File: src/rtl/aes_fwd_sbox_iter.sv
// Iterative forward AES S-box: SubBytes(x) = A(x^254) over GF(2^8) mod 0x11B.
// One squarer and one multiplier are used per cycle; x^254 is built
// MSB-first from the exponent bits 1111_1110 over seven CALC cycles.
// Byte-serial with valid/ready handshakes on both sides.
module aes_fwd_sbox_iter #(
    parameter logic [7:0] AFFINE_C = 8'h63,
    parameter bit         OUT_REG  = 1'b1
) (
    input  logic       clk,
    input  logic       rst_n,
    input  logic       flush,
    input  logic       in_valid,
    output logic       in_ready,
    input  logic [7:0] in_data,
    output logic       out_valid,
    input  logic       out_ready,
    output logic [7:0] out_data,
    output logic       busy
);

    typedef enum logic [1:0] {
        IDLE = 2'd0,
        CALC = 2'd1,
        DONE = 2'd2
    } state_t;

    // cnt value on the final CALC cycle (exponent LSB, square only)
    localparam logic [2:0] LAST_STEP = 3'd6;

    state_t     state;
    state_t     state_nxt;
    logic [7:0] acc;
    logic [7:0] x_reg;
    logic [2:0] cnt;
    logic [7:0] out_q;
    logic [7:0] acc_sq;
    logic [7:0] acc_sq_mul;

    // Multiply by the polynomial x, reducing modulo x^8+x^4+x^3+x+1.
    function automatic logic [7:0] xtime(input logic [7:0] a);
        return {a[6:0], 1'b0} ^ (a[7] ? 8'h1B : 8'h00);
    endfunction

    // Horner-style GF(2^8) multiply, consuming b MSB first.
    function automatic logic [7:0] gf_mul(input logic [7:0] a, input logic [7:0] b);
        logic [7:0] p;
        logic [7:0] bb;
        p  = 8'h00;
        bb = b;
        for (int i = 0; i < 8; i++) begin
            p  = xtime(p) ^ (bb[7] ? a : 8'h00);
            bb = {bb[6:0], 1'b0};
        end
        return p;
    endfunction

    function automatic logic [7:0] gf_sq(input logic [7:0] a);
        return gf_mul(a, a);
    endfunction

    // b_i = a_i ^ a_(i+4) ^ a_(i+5) ^ a_(i+6) ^ a_(i+7) ^ c_i: the four extra
    // terms are the byte rotated left by 4, 3, 2 and 1 positions.
    function automatic logic [7:0] affine(input logic [7:0] a);
        return a
             ^ {a[6:0], a[7]}
             ^ {a[5:0], a[7:6]}
             ^ {a[4:0], a[7:5]}
             ^ {a[3:0], a[7:4]}
             ^ AFFINE_C;
    endfunction

    assign acc_sq     = gf_sq(acc);
    assign acc_sq_mul = gf_mul(acc_sq, x_reg);

    // State register.
    always_ff @(posedge clk or negedge rst_n) begin
        // NOTE: sequential state uses non-blocking assignments so every
        // register samples the pre-edge values, independent of statement order.
        if (!rst_n) begin
            state <= IDLE;
        end else begin
            state <= state_nxt;
        end
    end

    // Next-state logic; flush overrides any handshake.
    always_comb begin
        // NOTE: default first so every path assigns state_nxt and no latch forms.
        state_nxt = state;
        if (flush) begin
            state_nxt = IDLE;
        end else begin
            case (state)
                IDLE:    if (in_valid)         state_nxt = CALC;
                CALC:    if (cnt == LAST_STEP) state_nxt = DONE;
                DONE:    if (out_ready)        state_nxt = IDLE;
                default:                       state_nxt = IDLE;
            endcase
        end
    end

    // Datapath: operand capture, square-and-multiply steps, result register.
    always_ff @(posedge clk or negedge rst_n) begin
        // NOTE: every datapath register has a reset value so out_data is
        // defined (0) straight out of reset; none of these is a memory array.
        if (!rst_n) begin
            acc   <= 8'h00;
            x_reg <= 8'h00;
            cnt   <= 3'd0;
            out_q <= 8'h00;
        end else if (flush) begin
            cnt <= 3'd0;
        end else begin
            case (state)
                IDLE: begin
                    if (in_valid) begin
                        x_reg <= in_data;
                        acc   <= in_data;
                        cnt   <= 3'd0;
                    end
                end
                CALC: begin
                    cnt <= cnt + 3'd1;
                    if (cnt == LAST_STEP) begin
                        acc <= acc_sq;
                        if (OUT_REG) begin
                            out_q <= affine(acc_sq);
                        end
                    end else begin
                        acc <= acc_sq_mul;
                    end
                end
                default: begin
                end
            endcase
        end
    end

    // Handshake and status outputs decoded from the state.
    always_comb begin
        in_ready  = (state == IDLE);
        out_valid = (state == DONE);
        busy      = (state != IDLE);
        if (OUT_REG) begin
            out_data = out_q;
        end else begin
            out_data = (state == DONE) ? affine(acc) : 8'h00;
        end
    end

endmodule

File: config.mk
export PLATFORM = sky130hd
export DESIGN_NAME = aes_fwd_sbox_iter
export DESIGN_NICKNAME = d
export VERILOG_FILES = /design/src/rtl/aes_fwd_sbox_iter.sv
export SDC_FILE = /design/constraint.sdc
export NUM_CORES = 1
export LEC_CHECK = 0
export ABC_AREA = 1
export CORE_AREA = 3 3 94 96
export DETAILED_ROUTE_END_ITERATION = 8
export DIE_AREA = 0 0 97 99
export DONT_BUFFER_PORTS = 1
export GPL_ROUTABILITY_DRIVEN = 0
export SLEW_MARGIN = 20
export SYNTH_ARGS = -nofsm -noshare
export SYNTH_HDL_FRONTEND = slang
export SYNTH_SLANG_ARGS = --single-unit
File: constraint.sdc
create_clock -name clk -period 3.5 [get_ports clk]
set_clock_uncertainty 0.05 [all_clocks]
set_input_delay 1.05 -clock clk [delete_from_list [all_inputs] [get_ports clk]]
set_output_delay 1.05 -clock clk [all_outputs]
set_load 0.1 [all_outputs]
==> results.py <==
metrics = {
    "sta": {
        "holdWs_ns": 0.401,
        "finalHoldViolations": 0,
        "worst_pin_slew_ns": 0.903,
        "rsz0062_at_grt": "no",
        "finalCriticalPeriod_ns": 3.12,
        "setup_viol": 0,
        "fin_crit_sh": 0.891,
        "drv_slew": 0,
        "max_freq_mhz": 321,
        "slew_headroom": 0.398,
        "fin_tns_setup_ns": 0,
    },
    "die": {
        "start_util": 0.393,
        "row_count": 33,
        "die_w_um": 97,
        "io_pins": 24,
        "die_y_um": 99,
        "core_region_area_um2": 8130,
        "die-area_um2": 9600,
    },
    "clock_network": {
        "path_clk_slew_ns": 0.07,
        "clockBufferDepth": 2,
        "cts_tree": "yes",
        "cts_setup_buffers": 0,
        "ctsResizeCount": 0,
        "insertion_delay_ns": 0.29,
        "cts_buffers": 5,
        "cts-htree-levels": 2,
        "cts_sinks": 29,
        "root_buffer": "clkbuf_8",
        "ctsHoldBuffers": 0,
    },
    "worst_setup_path": {
        "critPathMaxFanout": 11,
        "required_ns": 3.63,
        "arrival_ns": 3.25,
        "start_kind": "flip-flop",
        "crit_path_end_kind": "flip-flop",
        "path_class": "reg -> reg",
    },
    "routing": {
        "vias": 3339,
        "drtIter0Drc": 218,
        "detail-route-antenna-nets": 0,
        "drc_errors": 0,
        "wl_per_cell_um": 13.4,
        "drt_wl_total_mm": 8.81,
        "via_per_inst": 5.07,
        "dr.pass1.iters": 6,
    },
    "global_routing": {
        "grtUsageTotal": 0.188,
        "globalRouteMet2Util": 0.305,
        "grt-ovfl-total": 0,
        "grt_start_max_net_pins": 30,
        "grt_pass1_wl_mm": 14.8,
        "antenna_found_initial": 0,
        "met3_usage": 0.0304,
        "first_global_vias": 3054,
        "gr-max-usage-layer": "met2",
        "gr-usage-met1": 0.263,
    },
    "final_layout": {
        "area_growth_pct": 6.30,
        "layout-drive-gt1-share": 0.0976,
        "nets": 568,
        "post-route-util": 0.418,
        "multi_input_area_um2": 2160,
        "fillerInstances": 871,
        "antenna_cells": 0,
        "regArea_um2": 727,
    },
    "place": {
        "hpwl_mm": 6.87,
        "portBuffers": 0,
    },
    "synthesis": {
        "avgSynthCellArea_um2": 5.80,
        "syn_nets": 567,
        "ys_warn_count": 0,
        "syn_area_um2": 3200,
        "seq_area_frac_synth": 0.227,
        "ys_types": 30,
        "syn_inst": 551,
        "ys_ff_latch": 29,
    },
    "run_status": {
        "status": "completed",
    },
    "job": {
        "cap_violations": 0,
    },
    "min_path": {
        "holdCritPathClass": "in -> async",
    },
}
## cells in the final DEF (no fill, tap or decap), drive strengths merged
master and instances:
a21oi 12, buf 3, clkbuf 5, clkinv 3
clkinvlp 1, dfrtp 29, ha 3, inv 71
nand2 234, nand3 57, nand3b 14, nand4 5
nor2 54, o21ai 27, o21bai 2, o22ai 1
o41ai 1, or2 1, xnor2 10, xor2 20
## worst max-delay path, stage by stage (launching register included)
cell and delay, ns:
dfrtp_2 0.49, ha_1 0.46, inv_2 0.10, nand3_2 0.14, nand2_4 0.15, inv_1 0.13
nand2_1 0.09, nand2_1 0.10, nand3_1 0.09, nand2_2 0.12, nand2_1 0.07, nand2_1 0.14
inv_1 0.06, nand2_1 0.08, nand3_1 0.10, nand2_2 0.11, nand2_2 0.07, nand3_1 0.12
nand2_1 0.06, nand2_1 0.05, nand3_1 0.08, nand2_1 0.09, nand2_1 0.05
## cell families after synthesis
group                    count (synthesis)  share of synthesized area
AO/OA/AOI/OAI                           43                     0.0716
XOR/XNOR                                30                     0.0845
buffers and inverters                   81                      0.101
AND/OR/NAND/NOR                        365                      0.504
adder cells (fa/ha/maj)                  3                     0.0117
flip-flops                              29                      0.227
## layer usage
layer  wire, um  share of wire  vias to the layer above
met4        146          0.017                        0
met5          0              0                        -
met1       4290           0.49                     1513
li1           -              -                     1720
met3        421          0.048                       13
met2       3960           0.45                       93
## final timing paths
check,start,to,slack (ns),cells after the start
min in group clk,x_reg[0]$_DFFE_PN0P_,x_reg[0]$_DFFE_PN0P_,0.45,2
worst max-delay path,acc[7]$_DFFE_PN0P_,acc[3]$_DFFE_PN0P_,0.38,22
worst max register to register,acc[7]$_DFFE_PN0P_,acc[3]$_DFFE_PN0P_,0.38,22
max in group asynchronous,rst_n,acc[7]$_DFFE_PN0P_,2.91,0
worst min register to register,x_reg[0]$_DFFE_PN0P_,x_reg[0]$_DFFE_PN0P_,0.45,2
worst min-delay path,rst_n,cnt[2]$_DFFE_PN0P_,0.40,0
## synthesized netlist by cell type
library cell / count / area [um2]
o21ai_1: 4 / 20.0
o21bai_1: 1 / 7.51
nand3_1: 55 / 275
nand2_1: 212 / 796
or2_1: 1 / 6.26
o41ai_1: 1 / 8.76
inv_4: 1 / 6.26
inv_1: 62 / 233
buf_6: 2 / 22.5
nand4_1: 5 / 31.3
xnor2_1: 10 / 87.6
nor2_4: 2 / 22.5
buf_2: 1 / 5.00
nand3b_1: 14 / 105
xor2_2: 1 / 16.3
nand2_4: 3 / 33.8
o21ai_0: 23 / 115
o22ai_1: 1 / 6.26
o21bai_2: 1 / 11.3
nand3_2: 2 / 20.0
clkinv_1: 1 / 3.75
nor2_1: 49 / 184
nor2_2: 3 / 18.8
nand2_2: 19 / 119
dfrtp_1: 29 / 726
ha_1: 3 / 37.5
xor2_1: 19 / 166
clkbuf_1: 6 / 22.5
a21oi_1: 12 / 60.1
inv_2: 8 / 30.0
## stage by stage
step	setup WS, ns	std cells	instance area, um2
after floorplan	0.406	551	3200
after global placement	0.361	650	3310
after detailed placement	0.291	650	3310
after CTS	0.277	658	3390
after global routing	0.0571	658	3400
final	0.380	658	3400
## layout make-up
type | count | share of cell area
Multi-Input combinational cell | 441 | 0.635
Sequential cell | 29 | 0.214
Inverter | 72 | 0.0803
Tap cell | 105 | 0.0387
Clock buffer | 5 | 0.0203
Timing Repair Buffer | 3 | 0.00663
Clock inverter | 3 | 0.00515
Power is left out: the tool's default activity adds up to more than one toggle a clock period on the data nets, which glitch-free logic cannot reach.
